$ cat config.mk
export PLATFORM = sky130hd
export DESIGN_NAME = fetch_sequencer_flat
export DESIGN_NICKNAME = d
export VERILOG_FILES = /design/src/rtl/fetch_sequencer_if.sv /design/src/rtl/fetch_sequencer.sv /design/src/flat_wrapper.sv
export SDC_FILE = /design/constraint.sdc
export NUM_CORES = 1
export LEC_CHECK = 0
export BUFFER_PORTS_ARGS = -buffer_cell sky130_fd_sc_hd__buf_2
export CORE_UTILIZATION = 30
export DETAILED_ROUTE_END_ITERATION = 8
export PLACE_DENSITY = 0.51
export SLEW_MARGIN = 30
export SYNTH_ARGS = -nofsm -noshare
export SYNTH_HDL_FRONTEND = slang
export SYNTH_SLANG_ARGS = --single-unit
$ cat constraint.sdc
create_clock -name clock -period 3.25 [get_ports clock]
set_input_delay 0.325 -clock clock [delete_from_list [all_inputs] [get_ports clock]]
set_output_delay 0.325 -clock clock [all_outputs]
set_load 0.02 [all_outputs]
$ cat src/rtl/fetch_sequencer_if.sv
// fetch_sequencer_if: instruction-memory request/ack port between the fetch stage and memory.
interface fetch_sequencer_if #(parameter int AW = 14);
    logic          imem_req;
    logic [AW-1:0] imem_addr;
    logic          imem_ack;
    logic [31:0]   imem_rdata;
    modport master (output imem_req, imem_addr, input imem_ack, imem_rdata);
    modport slave (input imem_req, imem_addr, output imem_ack, imem_rdata);
endinterface

$ cat src/rtl/fetch_sequencer.sv
// fetch_sequencer: PC holder, variable-latency instruction fetch and next-PC selection,
// committing one instruction per EXEC cycle that is not stalled.
module fetch_sequencer #(
    parameter logic [31:0] RESET_PC = 32'h0000_0000,
    parameter int          IMEM_AW  = 14
) (
    input  logic                      clock,
    input  logic                      reset,
    fetch_sequencer_if.master         imem,
    output logic [31:0]               Instruction,
    output logic [31:0]               PC_plus_4,
    output logic                      inst_valid,
    input  logic                      stall,
    input  logic                      Branch,
    input  logic                      nBranch,
    input  logic                      Jmp,
    input  logic                      Jal,
    input  logic                      Jr,
    input  logic                      Zero,
    input  logic [31:0]               Addr_Result,
    input  logic [31:0]               Read_data_1,
    output logic                      commit,
    output logic                      pc_misalign,
    output logic [31:0]               retired_count
);
    typedef enum logic [1:0] {IDLE, FETCH, EXEC} state_t;
    state_t      state;
    logic [31:0] pc;
    logic [31:0] next_pc;
    logic        taken;
    logic        unused_addr_hi;
    assign unused_addr_hi = &{1'b0, Addr_Result[31:30]};
    assign PC_plus_4 = pc + 32'd4;
    assign imem.imem_addr = pc[IMEM_AW+1:2];
    assign commit = inst_valid & ~stall;
    assign taken = (Branch & Zero) | (nBranch & ~Zero);
    // Jr outranks jumps, jumps outrank conditional branches
    assign next_pc = Jr ? {Read_data_1[31:2], 2'b00} :
                     (Jmp | Jal) ? {PC_plus_4[31:28], Instruction[25:0], 2'b00} :
                     taken ? {Addr_Result[29:0], 2'b00} : PC_plus_4;
    always_ff @(posedge clock or posedge reset) begin
        if (reset) begin
            state         <= IDLE;
            pc            <= RESET_PC;
            Instruction   <= 32'd0;
            imem.imem_req <= 1'b0;
            inst_valid    <= 1'b0;
            pc_misalign   <= 1'b0;
            retired_count <= 32'd0;
        end else begin
            case (state)
                IDLE: begin
                    state         <= FETCH;
                    imem.imem_req <= 1'b1;
                end
                FETCH: if (imem.imem_ack) begin
                    Instruction   <= imem.imem_rdata;
                    imem.imem_req <= 1'b0;
                    inst_valid    <= 1'b1;
                    state         <= EXEC;
                end
                EXEC: if (!stall) begin
                    pc            <= next_pc;
                    retired_count <= retired_count + 32'd1;
                    pc_misalign   <= pc_misalign | (Jr & (|Read_data_1[1:0]));
                    inst_valid    <= 1'b0;
                    imem.imem_req <= 1'b1;
                    state         <= FETCH;
                end
                default: state <= IDLE;
            endcase
        end
    end
endmodule

$ cat src/flat_wrapper.sv
// flat-port wrapper written by rule: the top's interface ports become plain ports
module fetch_sequencer_flat 
#(
    parameter logic [31:0] RESET_PC = 32'h0000_0000,
    parameter int          IMEM_AW  = 14
)
  (clock, reset, Instruction, PC_plus_4, inst_valid, stall, Branch, nBranch, Jmp, Jal, Jr, Zero, Addr_Result, Read_data_1, commit, pc_misalign, retired_count, imem_imem_req, imem_imem_addr, imem_imem_ack, imem_imem_rdata);
  fetch_sequencer_if #(.AW(14)) imem_i ();
  input  logic clock;
  input  logic reset;
  output logic [31:0] Instruction;
  output logic [31:0] PC_plus_4;
  output logic inst_valid;
  input  logic stall;
  input  logic Branch;
  input  logic nBranch;
  input  logic Jmp;
  input  logic Jal;
  input  logic Jr;
  input  logic Zero;
  input  logic [31:0] Addr_Result;
  input  logic [31:0] Read_data_1;
  output logic commit;
  output logic pc_misalign;
  output logic [31:0] retired_count;
  output wire logic [$bits(imem_i.imem_req)-1:0] imem_imem_req;
  output wire logic [$bits(imem_i.imem_addr)-1:0] imem_imem_addr;
  input wire logic [$bits(imem_i.imem_ack)-1:0] imem_imem_ack;
  input wire logic [$bits(imem_i.imem_rdata)-1:0] imem_imem_rdata;
  assign imem_imem_req = imem_i.imem_req;
  assign imem_imem_addr = imem_i.imem_addr;
  assign imem_i.imem_ack = imem_imem_ack;
  assign imem_i.imem_rdata = imem_imem_rdata;
  fetch_sequencer #(.RESET_PC(RESET_PC), .IMEM_AW(IMEM_AW)) u_core (.clock(clock), .reset(reset), .imem(imem_i), .Instruction(Instruction), .PC_plus_4(PC_plus_4), .inst_valid(inst_valid), .stall(stall), .Branch(Branch), .nBranch(nBranch), .Jmp(Jmp), .Jal(Jal), .Jr(Jr), .Zero(Zero), .Addr_Result(Addr_Result), .Read_data_1(Read_data_1), .commit(commit), .pc_misalign(pc_misalign), .retired_count(retired_count));
endmodule
# ---- Yosys cells after proc, flatten, opt, wreduce, memory -nomap -nowiden
# Index checks and enable logic that the tools add are counted.
dict set report classes {
  add_sub_neg 2
  eq_ne 4
  n_mux 12
  bitwise 9
  reduce_logical 9
}
# operator count
set op_table {}
lappend op_table {{$mux 32} 3}
lappend op_table {{$add 32x1->32 const B} 1}
lappend op_table {{$add 32x3->32 const B} 1}
lappend op_table {{$pmux 2 s3} 1}
lappend op_table {{$reduce_and 2->1} 3}
lappend op_table {{$reduce_and 3->1} 2}
lappend op_table {{$and 1x1->1} 4}
lappend op_table {{$mux 1} 4}
lappend op_table {{$mux 2} 2}
lappend op_table {{$ne 2x2->1 const B} 2}
lappend op_table {{$or 1x1->1} 3}
lappend op_table {{$pmux 1 s3} 1}
lappend op_table {{$reduce_bool 3->1} 1}
lappend op_table {{$eq 2x1->1 const B} 1}
lappend op_table {{$eq 2x2->1 const B} 1}
lappend op_table {{$logic_not 2->1} 1}
lappend op_table {{$not 1->1} 2}
lappend op_table {{$pmux 1 s2} 1}
lappend op_table {{$reduce_bool 2->1} 1}
lappend op_table {{$reduce_or 2->1} 1}
dict set report totals {
  reg_bits 101
  in_bits 106
  out_inout_bits 114
  word_cells 43
}

# ---- Depth between registers and ports, before layout
# Gate-level depths: netlist of run 1.
dict set report logic_depth {
  depth_word 6
  depth_mapped 8
}

# ---- Least setup slack after synthesis of run 1
# Ideal clock, no wire load.
dict set report synth_timing {
  kind {reg2out}
  start {register u_core.pc[14]}
  end {output port PC_plus_4[31]}
  arrival_ns 1.896
  required_ns 2.925
  slack_ns 1.029
  stages_incl_launch_ff 6
  n_path_buf 0
  cell_sequence {dfrtp_1 -> and4_4 -> nand2_2 -> or4_4 -> nor4_4 -> xor2_1}
}
dict set report synth_via {
  elab_chain_cells 1
}
# item line
set synth_lines {}
lappend synth_lines {{from (decl)} fetch_sequencer.sv:28} ;# logic [31:0] pc;
lappend synth_lines {{from (signal assigned)} fetch_sequencer.sv:63} ;# pc <= next_pc;
lappend synth_lines {{$add 32x3->32} fetch_sequencer.sv:33} ;# assign PC_plus_4 = pc + 32'd4;
lappend synth_lines {{to (decl)} flat_wrapper.sv:12} ;# output logic [31:0] PC_plus_4;
# Every way passes these cells.

# ---- Final worst setup path of run 1
# Ends and elaborated chain as after synthesis.

==> results of run 1 <==
routing by layer:
layer,part of all wire,wire length (um)
met5,0.00067,13
met2,0.46,8880
met1,0.48,9384
met3,0.047,909
met4,0.014,264
worst paths after layout:
check | to | slack (ps) | depth (start not counted)
worst max-delay path | PC_plus_4[31] | 360 | 6
worst min-delay path | u_core.retired_count[20] | 30 | 2
worst max register to register | u_core.pc[22] | 940 | 5
worst min register to register | u_core.retired_count[31] | 470 | 1
max in group asynchronous | u_core.pc[31] | 2490 | 3
min in group clock | u_core.Instruction[17] | 200 | 2
power by group:
group | switching (uW) | internal (uW) | total [uW]
logic | 1490 | 970 | 2460
registers | 527 | 1650 | 2180
clock network | 502 | 831 | 1330
flip-flops by register name, indices dropped and copies added (netlist names):
signal and count:
u_core.retired_count 32, u_core.imem.imem_req 1, u_core.inst_valid 1, u_core.state 2, u_core.Instruction 32, u_core.pc_misalign 1, u_core.pc 30
per-stage QoR:
stage | utilization | power (uW)
after floorplan | - | 3794
after CTS | 0.3910 | 6016
final | 0.3914 | 5967
after global routing | 0.3913 | 6322
after detailed placement | 0.3715 | 4662
after global placement | 0.3715 | 4649
final cells by class:
class	count	area, um^2
Fill cell	1949	11350
Multi-Input combinational cell	444	2945
Sequential cell	99	2477
Timing Repair Buffer	227	1179
Tap cell	234	292.8
Clock buffer	9	225.2
Clock inverter	6	137.6
Inverter	8	32.53
Antenna cell	3	7.507
kinds of logic (layout without fill, tap and decap cells):
logic type | Yosys count | after routing | share of synthesized area
buf+inv | 58 | 250 | 0.05006
compound gates | 118 | 118 | 0.1388
mux | 35 | 35 | 0.06872
fa+ha+maj | 2 | 2 | 0.004390
xor+xnor | 58 | 58 | 0.08913
simple gates | 229 | 229 | 0.2136
flops | 99 | 99 | 0.4347
other cells | 1 | 5 | 0.0006580
worst max-delay path, stage by stage, from the launching register on:
cell,delay [ps]
dfrtp_1,490
and4_4,300
nand2_2,170
or4_4,590
nor4_4,280
xor2_1,180
buf_2,210
cells in the mapped netlist (all sizes together) (3+ instances only):
| cell | n |
|---|---|
| dfrtp | 99 |
| nand2 | 60 |
| nor2 | 42 |
| o21ai | 38 |
| xnor2 | 38 |
| nand3 | 34 |
| mux2 | 33 |
| clkbuf | 26 |
| buf | 24 |
| a21oi | 22 |
| xor2 | 20 |
| nand4 | 19 |
| nor3 | 13 |
| and4 | 11 |
| nor4 | 11 |
| and3 | 9 |
| inv | 8 |
| nand2b | 7 |
| o2bb2ai | 7 |
| or3 | 7 |
| a211oi | 6 |
| o31ai | 6 |
| a221o | 5 |
| a221oi | 4 |
| a31oi | 4 |
| a32o | 4 |
| and2 | 4 |
| o211ai | 4 |
| a31o | 3 |
| or2 | 3 |
==> run_results.csv, run 1 <==
group,metric,value,unit
yosys,async_reset_ff_frac,1.000,
worst_setup_path,crit_required,2920,ps
placement,dp_hpwl,14.62,mm
detailed_routing,wire_per_inst,18.89,um
global_routing,global_route.usage.met2,0.3100,
yosys,synth_cells,600,
yosys,synth_seq_cells,99,
sta,finalCritPeriodShare,0.8895,
sta,finalHoldViolations,0,
sta,skew,11.21,ps
final_layout,mostFrequentLayoutCell,"buf_2",
worst_setup_path,endpoint_kind,"output pin",
global_routing,grtUsageMet3,0.04439,
worst_setup_path,cp.arrival,2570,ps
sta,clock.fmax,0.3459,GHz
die,ioPinCount,220,
global_routing,grt_max_degree,47,
cts,clk_latency,350,ps
cts,cts_hold_buffers,0,
worst_setup_path,critical_path.startpoint,"u_core.pc[14]",
cts,ctsResizeCount,0,
detailed_routing,vias_per_cell,5.051,
final_layout,fin_area,7297,um^2
sta,relSlewSlack,0.3952,
yosys,ys.flop_type,"dfrtp_1",
global_routing,grt_pass1_vias,5067,
global_routing,busiest_layer,"met2",
yosys,ys_seq_area_frac,0.4347,
placement,pre_cts_ws,743.9,ps
final_layout,nets,897,
yosys,synth_top_area_cell,"dfrtp_1",
die,initial_core_util,0.3057,
detailed_routing,ant_nets,0,
power,p_per_area,817.8,nW/um^2
die,coreArea,18640,um^2
power,vdd_drop_max,0.3842,mV
final_layout,final_cell_mix,"buf_2, dfrtp_1, nand2_1",
die,die_area,19550,um^2
placement,place.gp.congestion,0.8129,
final_layout,fin_cells,1030,
worst_hold_path,min_path_type,"input pin to async pin",
sta,setup_tns,0,ps
cts,numClockSinks,99,
worst_setup_path,cp_max_fo,13,
cts,cts_post_setup_buffers_inserted,0,
sta,worst_slack,359.0,ps
detailed_routing,remaining_drc_errors,0,
cts,cts_tree,"built",
detailed_routing,dr_total_vias,5203,
power,power_leakage,0.003372,uW
sta,grt_setup_unrepaired,"no",
sta,maxSlewViolCount,0,
worst_setup_path,r2r_start,"u_core.state[0]",
detailed_routing,drtIter0Drc,338,
final_layout,drive_gt1_frac,0.3707,
placement,dpl_cell_area,6927,um^2
sta,finalSetupViolCount,0,
global_routing,grt_pass1_wl,29.97,mm
sta,holdWs,28.79,ps
cts,cts_made_buffers,9,
cts,clkTransAtPathRegs,70,ps
yosys,ys_warn_count,0,
cts,cts.path.max_buffers,2,
status,outcome,"complete, no violations",
global_routing,antenna_found_initial,3,
global_routing,grt_usage,0.2018,
final_layout,synthToLayoutAreaGrowth,28.04,%
sta,fin_crit,2891,ps
job,maxCapViolations,0,
worst_setup_path,start_kind,"flip-flop",
yosys,synth_area_per_cell,9.499,um^2
sta,tightest_slew,905.0,ps
cts,htree_levels,3,
yosys,synthesis.area,5699,um^2
cts,cts_root_buf,"clkbuf_16",
detailed_routing,routed_wl,19.45,mm
worst_setup_path,critical_path_class,"flip-flop to output pin",
placement,portBuffers,215,
die,die_w,139.8,um
yosys,synth_edf_count,0,
yosys,synth_top_area_frac,0.4347,
yosys,synth_cell_type_count,63,
die,die_height,139.8,um
global_routing,grt.overflow.total,0,
die,row_count,50,
global_routing,grt_use_met1,0.2838,
yosys,synth_area_leaders,"dfrtp_1, mux2_2, xnor2_1",
placement,dp_cells,1012,
detailed_routing,firstDrtPassIters,6,
Note: power is estimated with default switching activity, not from simulation.
==> run 2, diff against run 1 <==
Settings changed: CORE_UTILIZATION 30 to 50, CTS_CLUSTER_DIAMETER from default to 50, PLACE_DENSITY 0.51 to 0.79.
==> run 2 against run 1 <==
Compared with the run above: sequential power shrank 2%; critical endpoint is now PC_plus_4[27]; utilization grew 25 points; global-route usage is 8.5 points higher.
==> run_results.csv, run 2 (synthesis results as in run 1) <==
group,metric,value,unit
final_layout,fin_area,7074,um^2
cts,htree_levels,3,
die,die_w,108.8,um
die,die_height,108.8,um
final_layout,largestRegisters,"u_core.Instruction x32, u_core.retired_count x32, u_core.pc x30",
cts,cts_post_setup_buffers_inserted,0,
worst_setup_path,crit_required,2920,ps
cts,cts_root_buf,"clkbuf_16",
power,p_per_area,790.0,nW/um^2
power,power_frac_comb,0.433,
detailed_routing,routed_wl,16.44,mm
die,row_count,38,
sta,finalCritPeriodShare,0.8767,
power,switching_share,0.4344,
die,coreArea,10980,um^2
power,seqPwrFrac,0.382,
final_layout,final_util,0.6441,
global_routing,grt_pass1_vias,5425,
global_routing,grt_use_met1,0.3561,
sta,relSlewSlack,0.4418,
sta,worst_slack,400.6,ps
sta,grt_setup_unrepaired,"no",
placement,place.gp.congestion,0.8664,
worst_setup_path,cp.arrival,2520,ps
final_layout,antenna_cells,0,
status,outcome,"complete, no violations",
final_layout,drive_gt1_frac,0.3712,
die,ioPinCount,220,
sta,finalHoldViolations,0,
worst_setup_path,endpoint_kind,"output pin",
final_layout,final_cell_mix,"buf_2, dfrtp_1, nand2_1",
detailed_routing,remaining_drc_errors,0,
placement,dp_hpwl,11.94,mm
sta,holdWs,59.63,ps
cts,ctsResizeCount,0,
sta,finalSetupViolCount,0,
sta,clock.fmax,0.3509,GHz
detailed_routing,vias_per_cell,5.866,
power,switchingPower,2428,uW
power,power_leakage,0.003314,uW
detailed_routing,firstDrtPassIters,5,
power,vdd_drop_max,0.5533,mV
sta,maxSlewViolCount,0,
placement,pre_cts_ws,784.1,ps
cts,cts_made_buffers,9,
sta,tightest_slew,836.3,ps
cts,numClockSinks,99,
global_routing,busiest_layer,"met2",
detailed_routing,drtIter0Drc,354,
global_routing,grt_max_degree,75,
detailed_routing,wire_per_inst,17.64,um
job,maxCapViolations,0,
sta,skew,5.712,ps
placement,portBuffers,215,
die,die_area,11830,um^2
final_layout,nFillCells,916,
cts,clkTransAtPathRegs,70,ps
power,power_frac_clock,0.185,
cts,cts.path.max_buffers,2,
final_layout,nets,895,
detailed_routing,dr_total_vias,5467,
detailed_routing,ant_nets,0,
final_layout,mostFrequentLayoutCell,"buf_2",
global_routing,grt_pass1_wl,26.10,mm
global_routing,global_route.usage.met2,0.4846,
global_routing,grt.overflow.total,0,
sta,fin_crit,2849,ps
cts,cts_hold_buffers,0,
worst_hold_path,min_path_type,"input pin to async pin",
power,internal_power,3161,uW
global_routing,grtUsageMet3,0.04842,
worst_setup_path,start_kind,"flip-flop",
worst_setup_path,cp_max_fo,8,
cts,cts_tree,"built",
global_routing,grt_usage,0.2868,
final_layout,synthToLayoutAreaGrowth,24.13,%
worst_setup_path,critical_path_class,"flip-flop to output pin",
placement,dpl_cell_area,6784,um^2
cts,clk_latency,340,ps
sta,setup_tns,0,ps
die,initial_core_util,0.5189,
global_routing,antenna_found_initial,0,
-- run 2: cell types whose count changed in the layout (fill, tap and decap cells not counted) --
cell / change
bufinv_16: -4
clkinvlp_4: +3
diode_2: -3
buf_12: -1
buf_4: -1
clkbuf_8: +1
clkinv_4: +1
inv_4: -1
inv_6: +1
nand2_1: -1
nand2_2: +1
-- run 2: routing by layer --
metal  share of wire  vias up  wire length (um)
li1                -     2529                 -
met1            0.41     2639              6799
met2            0.49      266              8128
met3           0.068       33              1125
met4           0.023        0               384
met5               0        -                 0
-- run 2: final timing paths --
kind	to	cells after the start	startpoint	slack, ps
max	PC_plus_4[27]	5	u_core.pc[10]	400
min	u_core.inst_valid	2	reset	60
max reg2reg	u_core.pc[20]	6	u_core.pc[2]	1030
min reg2reg	u_core.pc_misalign	1	u_core.pc_misalign	490
max in group asynchronous	u_core.retired_count[30]	3	reset	2500
min in group clock	u_core.Instruction[0]	2	imem_imem_rdata[0]	210
-- run 2: final cells by class --
type / instances / area (um^2) / area share
clock buffer: 10 / 239.0 / 0.03378
clock inverter: 6 / 48.80 / 0.006898
inverter: 8 / 35.03 / 0.004952
multi-input combinational: 444 / 2948 / 0.4167
sequential: 99 / 2477 / 0.3502
tap: 140 / 175.2 / 0.02476
timing repair buffer: 225 / 1151 / 0.1627
-- run 2: through the flow --
stage | instances | total power, uW
final | 932 | 5589
after global routing | 932 | 5901
after CTS | 932 | 5604
after detailed placement | 916 | 4570
after global placement | 916 | 4480
after floorplan | 601 | 3794
-- run 2: power groups by stage --
| stage | clock network, uW | registers (uW) | logic (uW) |
|---|---|---|---|
| 3_5_place_dp | 0 | 2150 | 2420 |
| 5_1_grt | 1100 | 2200 | 2600 |
| 2_1_floorplan | 0 | 2320 | 1470 |
| 4_1_cts | 1050 | 2130 | 2430 |
| 6_report | 1030 | 2140 | 2420 |
| 3_3_place_gp | 0 | 2100 | 2380 |
-- run 2: worst max-delay path: stages (launching register included) --
cell	delay [ps]
dfrtp_1	480
and4_1	390
nand4_1	290
nor4_1	560
xor2_1	260
buf_2	200
